--- src/rtl/hamming_router_pkg.sv ---
// Shared Hamming(7,4) / SECDED encoding helpers and codeword sizing for the
// channel router.
package hamming_router_pkg;

  // Codeword bit order c[6:0] = {d3, d2, d1, p3, d0, p1, p0}.
  function automatic logic [6:0] hamming74_enc(input logic [3:0] d);
    return {d[3], d[2], d[1], d[1] ^ d[2] ^ d[3], d[0], d[0] ^ d[2] ^ d[3],
            d[0] ^ d[1] ^ d[3]};
  endfunction

  function automatic logic secded_bit(input logic [6:0] c);
    return ^c;
  endfunction

  function automatic int cw_width(input int nib, input int secded);
    return nib * (7 + secded);
  endfunction

endpackage

--- src/rtl/hamming_router_q_fifo.sv ---
// Per-channel codeword FIFO: head is read straight from storage at the read
// pointer, and full/empty are resolved with one extra wrap bit per pointer.
module chan_fifo #(
  parameter int WIDTH = 7,
  parameter int DEPTH = 4
) (
  input  logic             clk,
  input  logic             rst,
  input  logic             push,
  input  logic [WIDTH-1:0] din,
  input  logic             pop,
  output logic [WIDTH-1:0] dout,
  output logic             full,
  output logic             empty
);
  localparam int AW = $clog2(DEPTH);

  logic [AW:0]      r_wr_ptr;
  logic [AW:0]      r_rd_ptr;
  logic [WIDTH-1:0] r_mem [DEPTH];

  assign empty = (r_wr_ptr == r_rd_ptr);
  assign full  = (r_wr_ptr[AW] != r_rd_ptr[AW]) &&
                 (r_wr_ptr[AW-1:0] == r_rd_ptr[AW-1:0]);
  assign dout  = r_mem[r_rd_ptr[AW-1:0]];

  // NOTE: sequential state uses non-blocking assignments so every flop samples
  // pre-edge values regardless of process evaluation order.
  always_ff @(posedge clk or posedge rst) begin
    if (rst) begin
      r_wr_ptr <= '0;
      r_rd_ptr <= '0;
    end else begin
      if (push && !full) r_wr_ptr <= r_wr_ptr + {{AW{1'b0}}, 1'b1};
      if (pop && !empty) r_rd_ptr <= r_rd_ptr + {{AW{1'b0}}, 1'b1};
    end
  end

  // NOTE: storage is deliberately not reset; the pointers alone define which
  // entries are live, so a reset keeps the RAM cheap and still discards data.
  always_ff @(posedge clk) begin
    if (push && !full) r_mem[r_wr_ptr[AW-1:0]] <= din;
  end

endmodule

--- src/rtl/hamming_router_q.sv ---
// Hamming-encodes a multi-nibble payload and queues it to one of N_CH
// independent output channels; invalid destinations are dropped and counted.
module hamming_router_q
  import hamming_router_pkg::*;
#(
  parameter int N_CH   = 4,
  parameter int ADDR_W = 2,
  parameter int NIB    = 1,
  parameter int SECDED = 0,
  parameter int DEPTH  = 4
) (
  input  logic                                  clk,
  input  logic                                  rst,
  input  logic                                  in_valid,
  output logic                                  in_ready,
  input  logic [ADDR_W-1:0]                     in_dest,
  input  logic [4*NIB-1:0]                      in_data,
  output logic [N_CH-1:0]                       out_valid,
  input  logic [N_CH-1:0]                       out_ready,
  output logic [N_CH*cw_width(NIB, SECDED)-1:0] out_data,
  output logic [7:0]                            drop_cnt
);
  localparam int CWN = 7 + SECDED;
  localparam int CW  = cw_width(NIB, SECDED);

  logic [CW-1:0]   w_cw;
  logic [CW-1:0]   w_head [N_CH];
  logic [N_CH-1:0] w_full;
  logic [N_CH-1:0] w_empty;
  logic [N_CH-1:0] w_push;
  logic [N_CH-1:0] w_pop;
  logic            w_dest_ok;
  logic            w_dest_full;
  logic            w_accept;
  logic [7:0]      r_drop_cnt;

  for (genvar k = 0; k < NIB; k++) begin : g_enc
    logic [6:0] w_enc;
    assign w_enc = hamming74_enc(in_data[4*k +: 4]);
    if (SECDED != 0) begin : g_secded
      assign w_cw[k*CWN +: CWN] = {secded_bit(w_enc), w_enc};
    end else begin : g_plain
      assign w_cw[k*CWN +: CWN] = w_enc;
    end
  end

  assign w_dest_ok = (32'(in_dest) < N_CH);

  // NOTE: every variable written in always_comb gets a default first so no
  // path leaves it unassigned and a latch is never inferred.
  always_comb begin
    w_dest_full = 1'b0;
    for (int j = 0; j < N_CH; j++) begin
      if (in_dest == ADDR_W'(j)) w_dest_full = w_full[j];
    end
  end

  // Ready depends only on registered FIFO state, never on out_ready.
  assign in_ready = !rst && !(w_dest_ok && w_dest_full);
  assign w_accept = in_valid && in_ready;

  for (genvar j = 0; j < N_CH; j++) begin : g_ch
    assign w_push[j] = w_accept && w_dest_ok && (in_dest == ADDR_W'(j));
    assign w_pop[j]  = !w_empty[j] && out_ready[j];

    chan_fifo #(.WIDTH(CW), .DEPTH(DEPTH)) u_fifo (
      .clk   (clk),
      .rst   (rst),
      .push  (w_push[j]),
      .din   (w_cw),
      .pop   (w_pop[j]),
      .dout  (w_head[j]),
      .full  (w_full[j]),
      .empty (w_empty[j])
    );

    assign out_valid[j]           = !w_empty[j];
    assign out_data[j*CW +: CW]   = out_valid[j] ? w_head[j] : '0;
  end

  always_ff @(posedge clk or posedge rst) begin
    if (rst) begin
      r_drop_cnt <= '0;
    end else if (w_accept && !w_dest_ok && (r_drop_cnt != 8'hFF)) begin
      r_drop_cnt <= r_drop_cnt + 8'd1;
    end
  end

  assign drop_cnt = r_drop_cnt;

endmodule

--- config.mk ---
export PLATFORM = sky130hd
export DESIGN_NAME = hamming_router_q
export DESIGN_NICKNAME = d
export VERILOG_FILES = /design/src/rtl/hamming_router_pkg.sv /design/src/rtl/hamming_router_q_fifo.sv /design/src/rtl/hamming_router_q.sv
export SDC_FILE = /design/constraint.sdc
export NUM_CORES = 1
export LEC_CHECK = 0
export ABC_AREA = 1
export ABC_CLOCK_PERIOD_IN_PS = 5000
export BUFFER_PORTS_ARGS = -buffer_cell sky130_fd_sc_hd__buf_4
export CELL_PAD_IN_SITES_DETAIL_PLACEMENT = 0
export CELL_PAD_IN_SITES_GLOBAL_PLACEMENT = 1
export CORE_MARGIN = 3
export CORE_UTILIZATION = 35
export CTS_CLUSTER_DIAMETER = 40
export DETAILED_ROUTE_END_ITERATION = 8
export PLACE_DENSITY = 0.72
export SYNTH_ARGS = -nofsm -noshare
export SYNTH_HDL_FRONTEND = slang
export SYNTH_HIERARCHICAL = 1
export SYNTH_SLANG_ARGS = --single-unit
--- constraint.sdc ---
create_clock -name clk -period 5 [get_ports clk]
set_input_delay 0.25 -clock clk [delete_from_list [all_inputs] [get_ports clk]]
set_output_delay 0.25 -clock clk [all_outputs]
set_load 0.02 [all_outputs]
=== Word level (Yosys, flattened, before mapping) ===
Memory sizes are Yosys's and may differ from the RTL's.
Cells that the tools add are included.

* Register bits: 24
* Memory bits (writable): 112
* Input port bits: 13
* Output and inout bits: 41
* Logic and storage cells: 90
* Memories kept: 4

{| class="wikitable"
|+ Memory list
! name !! words !! width !! rd ports !! clocked after Yosys merged registers in !! write ports !! line !! text
|-
| g_ch[0].u_fifo.r_mem || 4 || 7 || 1 || 0 || 1 || hamming_router_q_fifo.sv:20 || <nowiki>logic [WIDTH-1:0] r_mem [DEPTH];</nowiki>
|-
| g_ch[1].u_fifo.r_mem || 4 || 7 || 1 || 0 || 1 || hamming_router_q_fifo.sv:20 ||
|-
| g_ch[2].u_fifo.r_mem || 4 || 7 || 1 || 0 || 1 || hamming_router_q_fifo.sv:20 ||
|-
| g_ch[3].u_fifo.r_mem || 4 || 7 || 1 || 0 || 1 || hamming_router_q_fifo.sv:20 ||
|}

* Add/subtract/negate cells: 8
* Equality and inequality tests: 15
* Muxes and demuxes: 16
* Bitwise gates (word level): 6
* Reduce and logical (&&, ||, !) cells: 33

{| class="wikitable"
|+ Operators by type and width
! cell !! number
|-
| two-way mux 7 bit || 4
|-
| adder 3 x 1 -> 3 bit (second input constant) || 8
|-
| logical AND 1 bit || 22
|-
| equality test 3 bit || 4
|-
| two-way mux 1 bit || 12
|-
| zero test 1 bit || 10
|-
| equality test 2 bit || 4
|-
| XOR 1 bit || 6
|-
| equality test 2 bit (second input constant) || 2
|-
| != test 1 bit || 4
|-
| equality test 2 x 1 -> 1 bit (second input constant) || 1
|-
| zero test 2 bit || 1
|}

=== Depth between registers and ports, before layout ===
Gate-level depths: netlist of the first run.

* Depth in word-level cells: 13
* Gate-level depth with buffers: 16
* Gate-level depth less buffers: 15

=== Cells and area by module ===
The synthesis of the first run kept the hierarchy.

{| class="wikitable"
|+ By module, submodules not included
! module !! instances !! cells each !! area each (um^2) !! seq. area each (um^2)
|-
| chan_fifo || 4 || 130 || 1,514.0 || 991.0
|-
| hamming_router_q || 1 || 108 || 476.7 || 0.0
|}

=== Worst setup path after synthesis of the first run ===
No wires, ideal clock.

* Kind: flip-flop to flip-flop
* Start point: reg g_ch[2].u_fifo.r_rd_ptr[1]
* End point: mem g_ch[0].u_fifo.r_mem[0][0] (enable)
* Setup time: 360 ps
* Arrival: 1,738 ps
* Required time: 4,640 ps
* Setup slack: 2,902 ps
* Cell stages (with the launch flop): 13
* Path buffers: 1
* Clock period less this slack: 2,098 ps
* Cell sequence: dfrtp_1 buf_6 nand2_1 nand2_2 nand3_4 inv_2 nand3_1 nand2_1 nor2_2 nand3_2 nor2_1 nand2_2 nor2_1

* Word-level cells in the longest chain between the ends: 11

{| class="wikitable"
|+ Ends and longest elaborated chain
! item !! line !! text
|-
| start, declared || hamming_router_q_fifo.sv:19 || <nowiki>logic [AW:0] r_rd_ptr;</nowiki>
|-
| start signal, assigned || hamming_router_q_fifo.sv:35 || <nowiki>if (pop && !empty) r_rd_ptr <= r_rd_ptr + {{AW{1'b0}}, 1'b1};</nowiki>
|-
| equality test 2 bit || hamming_router_q_fifo.sv:24 || <nowiki>(r_wr_ptr[AW-1:0] == r_rd_ptr[AW-1:0]);</nowiki>
|-
| logical AND 1 bit || hamming_router_q_fifo.sv:23 || <nowiki>assign full = (r_wr_ptr[AW] != r_rd_ptr[AW]) &&</nowiki>
|-
| named net w_full[2] || hamming_router_q.sv:28 || <nowiki>logic [N_CH-1:0] w_full;</nowiki>
|-
| two-way mux 1 bit (2 in series) || hamming_router_q.sv:54 || <nowiki>if (in_dest == ADDR_W'(j)) w_dest_full = w_full[j];</nowiki>
|-
| zero test 1 bit || hamming_router_q.sv:59 || <nowiki>assign in_ready = !rst && !(w_dest_ok && w_dest_full);</nowiki>
|-
| logical AND 1 bit || hamming_router_q.sv:59 ||
|-
| logical AND 1 bit || hamming_router_q.sv:60 || <nowiki>assign w_accept = in_valid && in_ready;</nowiki>
|-
| logical AND 1 bit || hamming_router_q.sv:63 || <nowiki>assign w_push[j] = w_accept && w_dest_ok && (in_dest == ADDR_W'(j));</nowiki>
|-
| named net w_push[0] || hamming_router_q.sv:30 || <nowiki>logic [N_CH-1:0] w_push;</nowiki>
|-
| logical AND 1 bit || hamming_router_q_fifo.sv:42 || <nowiki>if (push && !full) r_mem[r_wr_ptr[AW-1:0]] <= din;</nowiki>
|-
| two-way mux 1 bit || hamming_router_q_fifo.sv:42 ||
|-
| two-way mux 1 bit (implied by the code) || hamming_router_q_fifo.sv:42 ||
|-
| end, declared || hamming_router_q_fifo.sv:20 ||
|}

The timed path passes the listed nets, and every way through them passes these cells.

=== Final worst setup path of the first run ===
* Start point: reg g_ch[2].u_fifo.r_rd_ptr[0]
* End point: mem g_ch[2].u_fifo.r_mem[1][1] (enable)

* Word-level cells in the longest chain between the ends: 11
* Elaborated cells between the ends (all ways): 12
* Those cells by class: eq/ne (1); mux (4); reduce/logical (7)

{| class="wikitable"
|+ Ends and longest elaborated chain
! item !! line
|-
| equality test 2 bit || hamming_router_q_fifo.sv:24
|-
| logical AND 1 bit || hamming_router_q_fifo.sv:23
|-
| named net w_full[2] || hamming_router_q.sv:28
|-
| two-way mux 1 bit (2 in series) || hamming_router_q.sv:54
|-
| zero test 1 bit || hamming_router_q.sv:59
|-
| logical AND 1 bit || hamming_router_q.sv:59
|-
| logical AND 1 bit || hamming_router_q.sv:60
|-
| logical AND 1 bit || hamming_router_q.sv:63
|-
| named net w_push[2] || hamming_router_q.sv:30
|-
| logical AND 1 bit || hamming_router_q_fifo.sv:42
|-
| two-way mux 1 bit || hamming_router_q_fifo.sv:42
|-
| two-way mux 1 bit (implied by the code) || hamming_router_q_fifo.sv:42
|-
| end, declared || hamming_router_q_fifo.sv:20
|}

The timed path passes the listed nets, and every way through them passes these cells.

==> impl_metrics.json, run 1 <==
{
  "ctsHtreeMaxLevel": 4,
  "timing.fmax_mhz": 365,
  "cts-resized-gates": 0,
  "fin_crit_sh": 0.548,
  "synth_cell_type_count": 25,
  "p_per_area_mw_per_mm2": 645,
  "final_core_util": 0.419,
  "antenna_left": 0,
  "final_common_cell": "edfxtp_1",
  "cts_tree": "built",
  "slew_viol_final": 0,
  "synth_top_family_by_area": "simple AND/OR/NAND/NOR gates",
  "numCtsBuffers": 17,
  "synthArstFlopShare": 0.176,
  "synth_top_flop_cell": "edfxtp_1",
  "area_delta_synth_final_pct": 16.3,
  "die_w_microns": 143,
  "die_area_sq_mm": 0.0203,
  "synth-xor-area-share": 0.0289,
  "io_buffers": 45,
  "yosys.area_share.simple": 0.167,
  "cap_violations": 0,
  "synth_edf_count": 112,
  "path_max_fanout": 18,
  "p_switching_mw": 1.97,
  "first_pass_iters": 4,
  "power_frac_comb": 0.418,
  "seq_area_frac_synth": 0.607,
  "crit_arrival_ps": 2780,
  "root_buffer": "clkbuf_16",
  "use_met1": 0.183,
  "intPower_mw": 2.93,
  "placed_cells_incl_taps": 881,
  "tightest_slew_ps": 1080,
  "place.gp.congestion": 0.833,
  "fin_crit_ps": 2740,
  "synth.mux.area_fraction": 0,
  "yosys.area_share.adder": 0.0383,
  "end_kind": "flip-flop",
  "finalSetupTns_ps": 0,
  "grt-ovfl-total": 0,
  "clock_skew_ps": 9.21,
  "hold_ws_ps": 230,
  "first_global_vias": 4408,
  "core_area_sq_mm": 0.0181,
  "use_met2": 0.242,
  "setup_viol": 0,
  "grt_usage": 0.143,
  "avgSynthCellArea_sq_um": 10.4,
  "fillers": 1780,
  "ys_warn_count": 6,
  "die_y_microns": 143,
  "power_frac_clock": 0.254,
  "multi_input_area_sq_mm": 0.00204,
  "antenna_found_initial": 0,
  "vias_per_cell": 4.74,
  "post-route-drc-count": 0,
  "grt_first_pass_wirelength_microns": 22500,
  "rsz0062_at_grt": "false",
  "dr_total_vias": 4333,
  "synth_cells": 628,
  "placementRows": 49,
  "cp.required_ps": 5050,
  "clk_latency_ps": 420,
  "syn_area_sq_mm": 0.00653,
  "p_sw_frac": 0.403,
  "synth_seq_cells": 136,
  "max-vdd-ir-drop_mv": 0.362,
  "hold_viol": 0,
  "hold_class": "in2reg",
  "final-instance-count-excl-fill": 914,
  "seqCellArea_sq_mm": 0.00396,
  "hpwl_microns": 9640,
  "grtUsageMet3": 0.0281,
  "seqPwrFrac": 0.328,
  "grt_max_degree": 19,
  "totalWireLength_microns": 14000,
  "run_status": "finished clean",
  "mostFrequentLayoutCells": "edfxtp_1 (112), nor2_1 (105), nand2_1 (93)",
  "worstSetupPathType": "reg2reg",
  "cts_buffer_depth": 2,
  "first_iter_violations": 262,
  "top_usage_layer": "met2",
  "start_util": 0.360,
  "cp-start-kind": "flip-flop",
  "p_leak_nw": 3.25,
  "num_antenna_cells": 0,
  "num_io_pins": 54,
  "cts.sinks": 136,
  "slew_headroom": 0.276,
  "synth_compound_area_frac": 0.0697,
  "wire_per_inst_microns": 15.3,
  "drive_above_1_share": 0.172,
  "path_clk_slew_ps": 60,
  "nNetsFinal": 705
}
==> final timing paths <==
path | cells after the start | from | slack [ps] | endpoint
hold / removal | 1 | in_data[0] | 230 | g_ch[2].u_fifo/r_mem[0][2]
max in group asynchronous | 3 | rst | 4430 | g_ch[0].u_fifo/r_rd_ptr[1]
hold reg to reg | 2 | g_ch[2].u_fifo/r_wr_ptr[2] | 530 | g_ch[2].u_fifo/r_wr_ptr[2]
min in group asynchronous | 3 | rst | 340 | g_ch[1].u_fifo/r_wr_ptr[1]
setup / recovery | 10 | g_ch[2].u_fifo/r_rd_ptr[0] | 2260 | g_ch[2].u_fifo/r_mem[1][1]
setup reg to reg | 10 | g_ch[2].u_fifo/r_rd_ptr[0] | 2260 | g_ch[2].u_fifo/r_mem[1][1]
==> stage by stage <==
stage / setup slack, ps / power (mW) / area, sq um
6_report: 2260 / 4.90 / 7600
5_1_grt: 1960 / 5.26 / 7600
4_1_cts: 2210 / 4.96 / 7600
3_5_place_dp: 2240 / 3.70 / 7000
3_3_place_gp: 2350 / 3.66 / 7000
2_1_floorplan: 2900 / 3.10 / 6560
==> state kept, by name (all words and copies together) (netlist names) <==
name / cells
g_ch.u_fifo/r_rd_ptr: 12
g_ch.u_fifo/r_wr_ptr: 12
g_ch.u_fifo/r_mem: 112
==> power groups by stage <==
stage	sequential (mW)	combinational, mW	clock [mW]
floorplan	1.48	1.62	0
global placement	1.62	2.04	0
detailed placement	1.63	2.07	0
CTS	1.61	2.08	1.27
global route	1.64	2.30	1.31
finish	1.61	2.05	1.25
==> synthesized netlist by cell type (5+ instances only) <==
cell / count / area (sq um)
buf_2: 8 / 40.0
buf_4: 8 / 60.1
buf_6: 8 / 90.1
dfrtp_1: 24 / 601
edfxtp_1: 112 / 3360
ha_1: 20 / 250
inv_1: 83 / 312
inv_2: 10 / 37.5
nand2_1: 93 / 349
nand2_2: 13 / 81.3
nand3_1: 27 / 135
nand3_2: 5 / 50.1
nor2_1: 105 / 394
o21ai_0: 40 / 200
o21ai_1: 16 / 80.1
o22ai_1: 28 / 175
xnor2_1: 5 / 43.8
==> timing repair <==
action	in CTS	in global routing
setup buffers	0	0
endpoints found under the hold margin	24	0
hold buffers	1	0
==> cell type report <==
class / count / area share
Tap cell: 229 / 0.0377
Sequential cell: 136 / 0.522
Inverter: 97 / 0.0492
Multi-Input combinational cell: 374 / 0.268
Timing Repair Buffer: 46 / 0.0458
Clock inverter: 12 / 0.0201
Clock buffer: 20 / 0.0575
==> critical path: stages, from the launching register on <==
cell and delay [ps]:
dfrtp_1 770, xnor2_4 160, nand3_4 120, inv_2 40, nand3_1 70, nand2_1 80
nor2_2 100, nand3_2 110, nor2_1 250, nand2_2 140, nor2_1 530
==> logic make-up (layout without fill, tap and decap cells) <==
family / after synthesis / count (layout)
fa+ha+maj: 20 / 20
flops: 136 / 136
simple gates: 249 / 249
other cells: 1 / 8
buf+inv: 125 / 175
xor+xnor: 13 / 13
compound gates: 84 / 84
==> per-layer routing <==
layer	wire [microns]	vias to the layer above	part of all wire
li1	-	2135	-
met1	6290	2087	0.45
met2	6950	90	0.50
met3	499	21	0.036
met4	216	0	0.015
met5	0	-	0
Note: power is estimated with default switching activity, not from simulation.
==> run 2: changes to the inputs <==
--- a/config.mk
+++ b/config.mk
@@ -6,7 +6,7 @@
 export NUM_CORES = 1
 export LEC_CHECK = 0
 export ABC_AREA = 1
-export ABC_CLOCK_PERIOD_IN_PS = 5000
+export ABC_CLOCK_PERIOD_IN_PS = 2650
 export BUFFER_PORTS_ARGS = -buffer_cell sky130_fd_sc_hd__buf_4
 export CELL_PAD_IN_SITES_DETAIL_PLACEMENT = 0
 export CELL_PAD_IN_SITES_GLOBAL_PLACEMENT = 1
==> constraint.sdc (replaced) <==
create_clock -name clk -period 2.65 [get_ports clk]
set_input_delay 0.1325 -clock clk [delete_from_list [all_inputs] [get_ports clk]]
set_output_delay 0.1325 -clock clk [all_outputs]
set_load 0.02 [all_outputs]
==> impl_metrics.json, run 2 (same netlist as run 1, synthesis figures left out) <==
{
  "wire_per_inst_microns": 14.8,
  "worstSetupPathType": "reg2reg",
  "cp.required_ps": 2740,
  "io_buffers": 45,
  "path_cells": "inv_4 -> nand2_1 -> nand2_2 -> nand3_4 -> inv_2 -> nand3_1 -> nand2_1 -> inv_1 -> nand3_2 -> nor2_1 -> nand2_1 -> inv_1 -> nand2_1 -> inv_1",
  "hpwl_microns": 9330,
  "run_status": "finished clean",
  "grt_max_degree": 19,
  "num_antenna_cells": 0,
  "p_per_area_mw_per_mm2": 1210,
  "slew_headroom": 0.652,
  "max-vdd-ir-drop_mv": 0.859,
  "first_iter_violations": 282,
  "rsz0062_at_grt": "false",
  "die_y_microns": 143,
  "grt-ovfl-total": 0,
  "post_cts_buffers": 0,
  "largest_reg_flops": 112,
  "critPathMaxStageDelay_ps": 580,
  "p_switching_mw": 3.69,
  "place.gp.congestion": 0.813,
  "ctsHtreeMaxLevel": 4,
  "num_io_pins": 54,
  "seqPwrFrac": 0.313,
  "finalSetupTns_ps": 0,
  "die_w_microns": 143,
  "first_pass_iters": 4,
  "cp_num_buf_inv": 5,
  "crit_top_cell": "nand2_1",
  "slew_viol_final": 0,
  "cts_tree": "built",
  "placementRows": 49,
  "die_area_sq_mm": 0.0203,
  "cp-start-kind": "flip-flop",
  "numCtsBuffers": 17,
  "postPlaceCellArea_sq_mm": 0.00714,
  "mostFrequentLayoutCells": "edfxtp_1 (112), nor2_1 (105), nand2_1 (93)",
  "power_frac_comb": 0.435,
  "critPathTopFamily": "simple AND/OR/NAND/NOR gates",
  "placed_cells_incl_taps": 902,
  "vias_per_cell": 4.67,
  "timing.fmax_mhz": 421,
  "core_area_sq_mm": 0.0181,
  "path_max_fanout": 11,
  "p_leak_nw": 3.35,
  "cts_buffer_depth": 2,
  "clk_latency_ps": 410,
  "cap_violations": 0,
  "antenna_left": 0,
  "grt_usage": 0.142,
  "hold_viol": 0,
  "final_common_cell": "edfxtp_1",
  "power_frac_clock": 0.252,
  "fin_crit_ps": 2370,
  "root_buffer": "clkbuf_16",
  "drive_above_1_share": 0.195,
  "end_kind": "flip-flop",
  "hold_class": "in2reg",
  "final_core_util": 0.427,
  "totalWireLength_microns": 13800,
  "crit_arrival_ps": 2460,
  "final-instance-count-excl-fill": 935,
  "intPower_mw": 5.66,
  "final_area_sq_mm": 0.00775,
  "antenna_found_initial": 0,
  "first_global_vias": 4427,
  "p_sw_frac": 0.395,
  "setup_viol": 0,
  "fin_crit_sh": 0.896,
  "dr_total_vias": 4365,
  "area_delta_synth_final_pct": 18.6,
  "cp_slowest_cell": "dfrtp_1",
  "tightest_slew_ps": 518,
  "grt_first_pass_wirelength_microns": 22500,
  "cts.sinks": 136,
  "post-route-drc-count": 0,
  "path_clk_slew_ps": 60,
  "nNetsFinal": 726,
  "start_util": 0.360,
  "clock_skew_ps": 9.73
}
run 2: path summary, 6_finish.rpt:
| check | startpoint | cells after the start | slack, ps | end |
|---|---|---|---|---|
| setup / recovery | g_ch[3].u_fifo/r_rd_ptr[1] | 14 | 280 | g_ch[0].u_fifo/r_mem[3][6] |
| hold / removal | out_ready[1] | 5 | 110 | g_ch[1].u_fifo/r_rd_ptr[1] |
| setup reg to reg | g_ch[3].u_fifo/r_rd_ptr[1] | 14 | 280 | g_ch[0].u_fifo/r_mem[3][6] |
| hold reg to reg | g_ch[2].u_fifo/r_wr_ptr[2] | 2 | 530 | g_ch[2].u_fifo/r_wr_ptr[2] |
| max in group asynchronous | rst | 3 | 2150 | g_ch[0].u_fifo/r_rd_ptr[1] |
| min in group asynchronous | rst | 3 | 240 | g_ch[1].u_fifo/r_rd_ptr[1] |
run 2: repair_timing:
| action | 4_1_cts | 5_1_grt |
|---|---|---|
| resized for setup | 0 | 3 |
| setup endpoints to repair | 0 | 47 |
| hold buffers | 1 | 0 |
| hold endpoints to repair | 24 | 0 |
run 2: per-layer routing:
layer	track usage	share of wire	vias up
met5	0	0	-
li1	-	-	2175
met4	0.0430	0.0097	0
met3	0.0425	0.045	11
met1	0.190	0.47	2085
met2	0.223	0.47	94
run 2: cell type report:
class / instances / area [sq um]
Clock inverter: 9 / 121
Tap cell: 229 / 287
Inverter: 97 / 374
Timing Repair Buffer: 67 / 505
Fill cell: 1720 / 10400
Sequential cell: 136 / 3970
Clock buffer: 23 / 478
Multi-Input combinational cell: 374 / 2020
run 2: power groups by stage:
stage	Combinational (mW)	Sequential, mW	Clock [mW]
after detailed placement	4.10	2.97	0
after CTS	4.13	2.93	2.41
final	4.06	2.93	2.36
after global placement	4.03	2.95	0
after global routing	4.57	2.97	2.51
after floorplan	3.05	2.80	0
run 2: per-stage QoR:
| stage | setup WS, ps | hold WS, ps | total power [mW] |
|---|---|---|---|
| 2_1_floorplan | 552 | -76.5 | 5.85 |
| 3_3_place_gp | 314 | 111 | 6.99 |
| 3_5_place_dp | 261 | 115 | 7.06 |
| 4_1_cts | 247 | 98.9 | 9.46 |
| 5_1_grt | 11.0 | 98.2 | 10.1 |
| 6_report | 275 | 109 | 9.35 |
run 2: tightest hold or removal path, stage by stage:
cell and delay (ps):
buf_4 110, inv_1 40, nor2_1 70, nand3_1 80, nand2_1 50
==> run 3: changes to the inputs <==
--- a/config.mk
+++ b/config.mk
@@ -7,7 +7,7 @@
 export LEC_CHECK = 0
 export ABC_AREA = 1
 export ABC_CLOCK_PERIOD_IN_PS = 2650
-export BUFFER_PORTS_ARGS = -buffer_cell sky130_fd_sc_hd__buf_4
+export BUFFER_PORTS_ARGS = -buffer_cell sky130_fd_sc_hd__buf_2
 export CELL_PAD_IN_SITES_DETAIL_PLACEMENT = 0
 export CELL_PAD_IN_SITES_GLOBAL_PLACEMENT = 1
 export CORE_MARGIN = 3
==> impl_metrics.json, run 3 (same netlist as run 1, synthesis figures left out) <==
{
  "run_status": "finished clean",
  "clk_latency_ps": 420,
  "core_area_sq_mm": 0.0181,
  "first_global_vias": 4313,
  "finalSetupTns_ps": 0,
  "antenna_left": 0,
  "p_sw_frac": 0.410,
  "crit_arrival_ps": 2360,
  "area_delta_synth_final_pct": 16.9,
  "power_frac_comb": 0.421,
  "path_cells": "inv_4 -> nand2_1 -> nand2_2 -> nand3_4 -> inv_2 -> nand3_1 -> nand2_1 -> nor2_2 -> nand3_2 -> nor2_1 -> nand2_1 -> inv_1 -> nand2_1 -> inv_1",
  "hold_viol": 0,
  "num_io_pins": 54,
  "placementRows": 49,
  "p_leak_nw": 3.30,
  "fillers": 1715,
  "die_area_sq_mm": 0.0203,
  "die_w_microns": 143,
  "cp.required_ps": 2730,
  "grt_usage": 0.141,
  "numCtsBuffers": 17,
  "hold_ws_ps": 91.6,
  "max-vdd-ir-drop_mv": 0.736,
  "hold_class": "in2reg",
  "intPower_mw": 5.33,
  "end_kind": "flip-flop",
  "dr_total_vias": 4398,
  "critPathMaxStageDelay_ps": 490,
  "largest_reg_flops": 112,
  "setup_viol": 0,
  "drive_above_1_share": 0.201,
  "wire_per_inst_microns": 14.7,
  "crit_top_cell": "nand2_1",
  "seqPwrFrac": 0.324,
  "cts_buffer_depth": 2,
  "dr.max_layer_used": "met5",
  "p_per_area_mw_per_mm2": 1180,
  "grt_max_degree": 19,
  "postPlaceCellArea_sq_mm": 0.00704,
  "path_clk_slew_ps": 60,
  "wl_met1_microns": 6290,
  "vias_per_cell": 4.69,
  "met3_length_microns": 838,
  "root_buffer": "clkbuf_16",
  "fin_crit_sh": 0.857,
  "post_cts_buffers": 0,
  "first_pass_iters": 5,
  "mostFrequentLayoutCells": "edfxtp_1 (112), nor2_1 (105), nand2_1 (93)",
  "io_buffers": 45,
  "wl_met2_microns": 6430,
  "cp-start-kind": "flip-flop",
  "first_iter_violations": 278,
  "final_common_cell": "edfxtp_1",
  "cts_tree": "built",
  "grt_first_pass_wirelength_microns": 22100,
  "clock_skew_ps": 8.05,
  "fin_crit_ps": 2270,
  "place.gp.congestion": 0.803,
  "nNetsFinal": 728,
  "grt-ovfl-total": 0,
  "ctsHtreeMaxLevel": 4,
  "worstSetupPathType": "reg2reg",
  "p_switching_mw": 3.71,
  "slew_viol_final": 0,
  "post-route-drc-count": 0,
  "start_util": 0.360,
  "path_max_fanout": 11,
  "cts.sinks": 136,
  "hpwl_microns": 9430,
  "cp_slowest_cell": "dfrtp_2",
  "power_frac_clock": 0.256,
  "num_antenna_cells": 0,
  "totalWireLength_microns": 13800,
  "rsz0062_at_grt": "false",
  "die_y_microns": 143,
  "antenna_found_initial": 1,
  "timing.fmax_mhz": 440,
  "final_area_sq_mm": 0.00764,
  "cap_violations": 0
}
-- run 3: cell types whose count changed in the layout (fill, tap and decap cells not counted), sizes merged --
cell / delta
clkbuf: -6
clkinv: +3
buf: +2
clkinvlp: +3
-- run 3: path summary, 6_finish.rpt --
| kind | startpoint | end | slack [ps] | cells after the start |
|---|---|---|---|---|
| worst min-delay path | out_ready[1] | g_ch[1].u_fifo/r_rd_ptr[1] | 90 | 5 |
| worst max-delay path | g_ch[1].u_fifo/r_rd_ptr[1] | g_ch[3].u_fifo/r_mem[3][5] | 380 | 14 |
| worst min register to register | g_ch[3].u_fifo/r_wr_ptr[2] | g_ch[3].u_fifo/r_wr_ptr[2] | 530 | 2 |
| max in group asynchronous | rst | g_ch[0].u_fifo/r_rd_ptr[1] | 2160 | 3 |
| worst max register to register | g_ch[1].u_fifo/r_rd_ptr[1] | g_ch[3].u_fifo/r_mem[3][5] | 380 | 14 |
| min in group asynchronous | rst | g_ch[1].u_fifo/r_rd_ptr[0] | 230 | 3 |
-- run 3: layout make-up --
type                    count  area, sq um  share of cell area
clock inverters            15          160              0.0210
clock buffers              17          425              0.0557
well taps                 229          287              0.0375
flip-flops and latches    136         3970               0.520
repair buffers             69          408              0.0534
multi-input cells         374         2020               0.264
inverters                  97          374              0.0490
-- run 3: worst max-delay path: cells and delay by family, from the launching register on --
| kind | cells | cell delay [ps] |
|---|---|---|
| buffers and inverters | 4 | 430 |
| DFF | 1 | 490 |
| and+or+nand+nor | 10 | 1010 |
-- run 3: what timing repair did --
item | 4_1_cts | 5_1_grt
setup endpoints to repair | 0 | 7
hold endpoints to repair | 24 | 0
gates resized for setup | 0 | 4
hold buffers | 1 | 0
-- run 3: power by group through the flow --
stage	Sequential, mW	Clock [mW]	Combinational [mW]
after floorplan	2.80	0	3.05
after global placement	2.96	0	3.76
after detailed placement	2.96	0	3.82
after CTS	2.93	2.36	3.86
after global routing	2.97	2.47	4.29
final	2.93	2.31	3.81
-- run 3: metal layers --
layer	vias up	GRT usage
met5	-	0
met3	23	0.0462
li1	2185	-
met4	2	0.0510
met1	2059	0.184
met2	129	0.222
-- run 3: per-stage QoR --
stage               setup WS, ps  total power [mW]  std cells  utilization
floorplan                    552              5.85        635            -
global placement             338              6.72        904        0.388
detailed placement           278              6.79        904        0.388
CTS                          255              9.14        937        0.421
global route                99.1              9.74        937        0.421
finish                       378              9.05        937        0.421
